## src/rtl/pauli_correction_scheduler.sv

```systemverilog
// ---------------------------------------------------------------------------
// pauli_correction_scheduler
//
// Buffers Pauli corrections coming from the qhttp handshake FSM and hands
// them to the QCI pulse controller in arrival order over a valid/ready link.
// A correction whose deadline cannot be met with ISSUE_GUARD cycles of margin
// is dropped and reported on the expire port instead of being issued.
// Identity corrections (pauli == I) are retired silently.
//
// Datapath: DEPTH-entry circular FIFO -> single output register -> FSM.
// The output register holds the entry currently being judged or offered, so
// the block can retain DEPTH+1 corrections in total.
//
// Ports
//   clk_1g           system clock (sole clock)
//   rst              synchronous, active-high reset
//   now_cycles       free-running system timebase (never wraps)
//   flush            emergency drop of all queued and in-flight work
//   enq_valid        correction pulse; upstream cannot be stalled
//   enq_qubit_id     qubit id of the correction
//   enq_pauli        00=I 01=X 10=Z 11=Y
//   enq_deadline     absolute coherence deadline on the timebase
//   enq_ready        FIFO not full (informational only)
//   gate_valid       correction offered to the pulse controller
//   gate_ready       pulse controller accepts the offer
//   gate_qubit_id    id of the offered correction
//   gate_pauli       gate of the offered correction
//   expire_valid     one-cycle pulse: head entry dropped as late
//   expire_qubit_id  id of the expired entry
//   cnt_issued       completed non-I handshakes, saturating
//   cnt_expired      expiries, saturating
//   cnt_overflow     enqueues dropped because the FIFO was full, saturating
// ---------------------------------------------------------------------------
module pauli_correction_scheduler #(
  parameter int DEPTH       = 8,
  parameter int ID_W        = 128,
  parameter int TIME_W      = 64,
  parameter int ISSUE_GUARD = 16
) (
  input  logic              clk_1g,
  input  logic              rst,
  input  logic [TIME_W-1:0] now_cycles,
  input  logic              flush,
  input  logic              enq_valid,
  input  logic [ID_W-1:0]   enq_qubit_id,
  input  logic [1:0]        enq_pauli,
  input  logic [TIME_W-1:0] enq_deadline,
  output logic              enq_ready,
  output logic              gate_valid,
  input  logic              gate_ready,
  output logic [ID_W-1:0]   gate_qubit_id,
  output logic [1:0]        gate_pauli,
  output logic              expire_valid,
  output logic [ID_W-1:0]   expire_qubit_id,
  output logic [15:0]       cnt_issued,
  output logic [15:0]       cnt_expired,
  output logic [15:0]       cnt_overflow
);

  localparam int PTR_W = (DEPTH > 1) ? $clog2(DEPTH) : 1;
  localparam int CNT_W = $clog2(DEPTH + 1);

  localparam logic [CNT_W-1:0]  DEPTH_C = CNT_W'(DEPTH);
  localparam logic [TIME_W:0]   GUARD_C = (TIME_W + 1)'(ISSUE_GUARD);
  localparam logic [1:0]        PAULI_I = 2'b00;

  // S_CHECK is the cycle in which the freshly popped entry sits in the
  // output register and its late/identity verdict is acted on.
  typedef enum logic [1:0] {
    S_IDLE   = 2'd0,
    S_CHECK  = 2'd1,
    S_ISSUE  = 2'd2,
    S_EXPIRE = 2'd3
  } state_t;

  typedef struct packed {
    logic [ID_W-1:0]   qubit_id;
    logic [1:0]        pauli;
    logic [TIME_W-1:0] deadline;
  } entry_t;

  function automatic logic [15:0] sat_inc(input logic [15:0] v);
    return (v == 16'hFFFF) ? v : v + 16'd1;
  endfunction

  // -------------------------------------------------------------------------
  // FIFO
  // -------------------------------------------------------------------------
  entry_t           mem [DEPTH];
  entry_t           head;
  logic [PTR_W-1:0] wr_ptr_q;
  logic [PTR_W-1:0] rd_ptr_q;
  logic [CNT_W-1:0] count_q;

  logic full;
  logic non_empty;
  logic push;
  logic pop;
  logic overflow;
  logic head_late;

  state_t state_q;
  state_t state_d;

  logic [ID_W-1:0] out_id_q;
  logic [1:0]      out_pauli_q;
  logic            out_late_q;

  logic issue_fire;
  logic expire_fire;

  assign full      = (count_q == DEPTH_C);
  assign non_empty = (count_q != '0);
  assign head      = mem[rd_ptr_q];

  // Fullness is judged on the count at cycle start, so an enqueue while full
  // is lost even if the head is popped in the same cycle. During flush the
  // enqueue is discarded without being treated as an overflow.
  assign push     = enq_valid & ~full & ~flush;
  assign overflow = enq_valid &  full & ~flush;
  assign pop      = (state_q == S_IDLE) & non_empty & ~flush;

  // Widen by one bit so now+guard cannot wrap around the deadline compare.
  assign head_late = ({1'b0, head.deadline} < ({1'b0, now_cycles} + GUARD_C));

  // NOTE: storage carries no reset; validity is tracked by count_q and the
  // pointers, so resetting the array would only add reset fan-out.
  always_ff @(posedge clk_1g) begin
    if (push) begin
      mem[wr_ptr_q] <= '{qubit_id: enq_qubit_id,
                         pauli:    enq_pauli,
                         deadline: enq_deadline};
    end
  end

  // NOTE: all sequential state uses non-blocking assignments so every
  // register samples pre-edge values regardless of block ordering.
  always_ff @(posedge clk_1g) begin
    if (rst || flush) begin
      wr_ptr_q <= '0;
      rd_ptr_q <= '0;
      count_q  <= '0;
    end else begin
      if (push) wr_ptr_q <= wr_ptr_q + PTR_W'(1);
      if (pop)  rd_ptr_q <= rd_ptr_q + PTR_W'(1);
      unique case ({push, pop})
        2'b10:   count_q <= count_q + CNT_W'(1);
        2'b01:   count_q <= count_q - CNT_W'(1);
        default: count_q <= count_q;
      endcase
    end
  end

  // -------------------------------------------------------------------------
  // Output register: loaded on pop with the payload and the late verdict
  // taken against the timebase at the moment of the pop.
  // -------------------------------------------------------------------------
  always_ff @(posedge clk_1g) begin
    if (rst) begin
      out_id_q    <= '0;
      out_pauli_q <= '0;
      out_late_q  <= 1'b0;
    end else if (pop) begin
      out_id_q    <= head.qubit_id;
      out_pauli_q <= head.pauli;
      out_late_q  <= head_late;
    end
  end

  // -------------------------------------------------------------------------
  // FSM: state register
  // -------------------------------------------------------------------------
  always_ff @(posedge clk_1g) begin
    if (rst) begin
      state_q <= S_IDLE;
    end else begin
      state_q <= state_d;
    end
  end

  // -------------------------------------------------------------------------
  // FSM: next state. Flush overrides everything, including an offer that
  // would otherwise have to stay valid until accepted.
  // -------------------------------------------------------------------------
  // NOTE: state_d takes a default before the case so no path leaves it
  // unassigned and no latch is inferred.
  always_comb begin
    state_d = state_q;
    unique case (state_q)
      S_IDLE: begin
        if (non_empty) state_d = S_CHECK;
      end
      S_CHECK: begin
        if (out_late_q)                  state_d = S_EXPIRE;
        else if (out_pauli_q == PAULI_I) state_d = S_IDLE;
        else                             state_d = S_ISSUE;
      end
      S_ISSUE: begin
        if (gate_ready) state_d = S_IDLE;
      end
      S_EXPIRE: begin
        state_d = S_IDLE;
      end
      default: state_d = S_IDLE;
    endcase
    if (flush) state_d = S_IDLE;
  end

  // -------------------------------------------------------------------------
  // FSM: outputs
  // -------------------------------------------------------------------------
  always_comb begin
    enq_ready       = ~full;
    gate_valid      = (state_q == S_ISSUE);
    expire_valid    = (state_q == S_EXPIRE);
    gate_qubit_id   = out_id_q;
    gate_pauli      = out_pauli_q;
    expire_qubit_id = out_id_q;
  end

  // -------------------------------------------------------------------------
  // Statistics. A handshake or expiry coinciding with flush is discarded and
  // therefore not counted.
  // -------------------------------------------------------------------------
  assign issue_fire  = (state_q == S_ISSUE)  & gate_ready & ~flush;
  assign expire_fire = (state_q == S_EXPIRE) & ~flush;

  always_ff @(posedge clk_1g) begin
    if (rst) begin
      cnt_issued   <= '0;
      cnt_expired  <= '0;
      cnt_overflow <= '0;
    end else begin
      if (issue_fire)  cnt_issued   <= sat_inc(cnt_issued);
      if (expire_fire) cnt_expired  <= sat_inc(cnt_expired);
      if (overflow)    cnt_overflow <= sat_inc(cnt_overflow);
    end
  end

endmodule

```

## config.mk

```make
export PLATFORM = sky130hd
export DESIGN_NAME = pauli_correction_scheduler
export DESIGN_NICKNAME = d
export VERILOG_FILES = /design/src/rtl/pauli_correction_scheduler.sv
export SDC_FILE = /design/constraint.sdc
export NUM_CORES = 2
export LEC_CHECK = 0
export ABC_AREA = 1
export ABC_CLOCK_PERIOD_IN_PS = 24300
export CAP_MARGIN = 30
export CORE_ASPECT_RATIO = 0.75
export CORE_MARGIN = 3
export CORE_UTILIZATION = 50
export DETAILED_ROUTE_END_ITERATION = 8
export GPL_TIMING_DRIVEN = 0
export PLACE_DENSITY = 0.72
export SLEW_MARGIN = 0
export SYNTH_ARGS = -nofsm -noshare
export SYNTH_HDL_FRONTEND = slang
export SYNTH_SLANG_ARGS = --single-unit
export TNS_END_PERCENT = 5
```

## constraint.sdc

```tcl
create_clock -name clk_1g -period 24.3 [get_ports clk_1g]
set_clock_uncertainty 0.2 [all_clocks]
set_input_delay 4.86 -clock clk_1g [delete_from_list [all_inputs] [get_ports clk_1g]]
set_output_delay 4.86 -clock clk_1g [all_outputs]
set_load 0.05 [all_outputs]
```

==> impl_results.md <==
- CP cell instances: clkdlybuf4s50_1 > nor2_2 > clkbuf_2 > clkbuf_1 > ha_1 > ha_1 > nand2_1 > nor2_1 > a211oi_1 > nor2_1 > nor2_1 > nand2_1 > o21ai_0 > a21oi_1
- Non-Filler Instances: 8488
- Met2 Usage GRT: 45.2%
- Cell type with the highest aggregate area in the netlist: sky130_fd_sc_hd__edfxtp_1
- Final hold violations: 0
- Area share of the largest cell type after synthesis: 66.3%
- Drt first-iter violations: 6910
- Width of the die: 439 um
- Final critical-path setup slack: 15.69 ns
- Post-synth EDFFs: 1552
- Count of unique library cells instantiated by Yosys: 57
- LEAKAGE: 28.8 nW
- Terminus of the critical flop-to-flop path: out_late_q
- Most numerous cell types in the synthesized netlist: sky130_fd_sc_hd__edfxtp_1 (1552), sky130_fd_sc_hd__nor2_1 (868), sky130_fd_sc_hd__o21ai_0 (817)
- CTS max path bufs: 3
- Register clock-pin slew on the reported worst setup and hold paths: 0.07 ns
- Max frequency: 116 MHz
- Count leader, synth: sky130_fd_sc_hd__edfxtp_1
- Max stage delay on crit path: 0.80 ns
- Clock root buffer: sky130_fd_sc_hd__clkbuf_16
- Terminating pin of the worst hold path: rd_ptr_q[2]
- Type of element launching the critical path: input pin
- Area of the mapped netlist: 70300 um^2
- Nets: 6794
- Fraction of met3 tracks used by global routing: 6.58%
- Share of synthesized area occupied by flip-flops and latches: 71.8%
- Int Power: 4.90 mW
- Detailed placer's ending HPWL: 148000 um
- Placed insts: 8150
- Initial antenna violation count: 45
- CP max FO: 10
- Fraction of layout instances using a drive strength above 1: 8.70%
- Type of the tightest min-delay check: reg2reg
- H-tree depth reported by CTS: 4
- Status: finished clean
- Num CTS Buffers: 164
- Final cycle utilization of the critical path: 35.4%
- Grt met1 use: 41.3%
- Quantity of gates resized following cts: 0
- Number of port buffers: 570
- Final TNS setup: 0 ns
- R2R Setup Slk: 19.03 ns
- WL per Instance: 25.8 um
- Max-slew headroom at the worst pin: 29.6%
- Proportion of total power due to net switching: 24.0%
- Combined global-route utilization of all metal layers: 29.4%
- Most used flip-flop cell after synthesis: sky130_fd_sc_hd__edfxtp_1
- Final antenna-violating net count: 0
- Global-route wire length before repair: 315000 um
- Clock share of power: 39.0%
- Routability Congestion: 0.983
- Place WS: 14.98 ns
- Time the worst path needs with I/O delays and setup: 8.61 ns
- Final max-slew violation count: 0
- NetSw: 1.55 mW
- Asr flop ratio synth: 0%
- Initial core utilization: 50.7%
- Post-Syn Area per Cell: 12.5 um^2
- Dominant cell type by count on the critical path: sky130_fd_sc_hd__nor2_1
- Max stage delay cell, worst path: sky130_fd_sc_hd__nor2_2
- Die Area: 145000 um^2
- Logic pwr share: 9.3%
- Power consumption: 6.45 mW
- Standard-cell row count: 118
- Number of top-level pins: 572
- Total via count after detailed routing: 50665
- RSZ-0062 raised after global routing: false
- Hold-fix buffers at CTS: 0
- Worst Hold Path Cells: 2
- Pin count of the biggest net entering global routing: 27
- Power density over the cells: 75.5 nW/um^2
- CTS tree: built
- Area of the placeable core: 139000 um^2
- Flop and latch count out of synthesis: 1746
- Required @ worst endpoint: 24.78 ns
- Yosys warns: 0
- Cell depth of the worst flop-to-flop path: 17
- Register share of total power: 51.7%
- Worst-Margin Slew: 1.06 ns
- Number of buffers added for setup after CTS: 0
- Critical Setup Path Class: in2reg
- Post-Synthesis Net Count: 5981
- TritonCTS Sinks: 1746
- Top area cells in the synthesized netlist: sky130_fd_sc_hd__edfxtp_1 (66%), sky130_fd_sc_hd__o21ai_0 (5.8%), sky130_fd_sc_hd__dfxtp_1 (5.5%)
- Count of TritonRoute iterations in the first routing pass: 8
- Area added between synthesis and finish: 21.4%
- Worst vdd rail ir drop: 54.6 uV
- Remaining global-route overflow: 0
- Most heavily used metal layer in global routing: met2
- Die Ht: 331 um
- Final-report setup violation count: 0
- Kind of capture point of the worst setup path: flop
- DRC viols: 0
- Worst path arrival time: 9.09 ns
- Post-Synthesis Cells: 5644
- Vias in the first global route: 47397
- Vias per std cell: 5.97
- Wirelength, routed: 219000 um
- Clk Latency, worst-skew pair: 0.80 ns
- Max cap viols: 0
- Launch point of the worst hold path: rd_ptr_q[2]
[layer usage]
layer | vias to the layer above | wire length [um]
met1 | 24489 | 86100
met4 | 18 | 6760
met2 | 3335 | 100000
li1 | 22382 | -
met5 | - | 114
met3 | 441 | 26300
[critical path, delay by kind of cell]
family	cells	cell delay (ns)
buf+inv	3	1.98
simple gates	6	1.17
fa+ha+maj	2	0.61
compound gates	3	0.46
[placed cells by master, fill, tap and decap left out, drive strengths merged, types with 151 or more instances in the layout]
master,instances
a21oi,254
buf,303
clkbuf,479
clkdlybuf4s50,570
dfxtp,194
edfxtp,1552
nand2,402
nand3,151
nor2,878
o21ai,953
o22ai,165
[power groups by stage]
| stage | Sequential, mW | Combinational, mW | Clock [mW] |
|---|---|---|---|
| CTS | 3.33 | 0.592 | 2.53 |
| global route | 3.34 | 0.633 | 2.65 |
| global placement | 3.41 | 0.572 | 0 |
| floorplan | 3.46 | 0.261 | 0 |
| detailed placement | 3.40 | 0.589 | 0 |
| finish | 3.33 | 0.599 | 2.51 |
[worst max-delay path by stage]
stage,end,start
final,count_q[3],flush
after global routing,count_q[3],flush
after CTS,count_q[3],flush
after detailed placement,count_q[3],flush
after global placement,mem[3][113],flush
after floorplan,mem[0][0],enq_valid
[state kept, by name, summed over array words and instances, names as in the netlist, named ones only]
register and cells:
gate_pauli 2, cnt_issued 16, cnt_expired 16, mem 1552, cnt_overflow 16, out_late_q 1, wr_ptr_q 3, count_q 4
state_q 2, expire_qubit_id 128, rd_ptr_q 3
[per-stage QoR]
step                      hold slack, ns  area [um^2]  utilization [%]
after floorplan                    0.233        70300                -
after global placement             0.247        78300             56.5
after detailed placement           0.255        80000             57.7
after CTS                          0.263        85300             61.4
after global routing               0.297        85300             61.5
final                              0.269        85300             61.5
[final cells by class]
cell class              count  area [um^2]
plain buffers             476         2390
clock inverters            75          712
flip-flops and latches   1746        50500
repair buffers            647         7340
multi-input cells        3283        17000
clock buffers             229         4510
inverters                 139          522
well taps                1860         2330
fillers                 10629        53400
diodes                     33         82.6
[cells by family after synthesis]
logic type / count (synthesis) / share of synthesized area [%]
flip-flops: 1746 / 71.8
adder cells (fa/ha/maj): 74 / 1.33
AO/OA/AOI/OAI: 1587 / 12.6
XOR/XNOR: 68 / 0.847
buffers and inverters: 615 / 4.14
AND/OR/NAND/NOR: 1554 / 9.24
(Power assumes the default switching activity.)
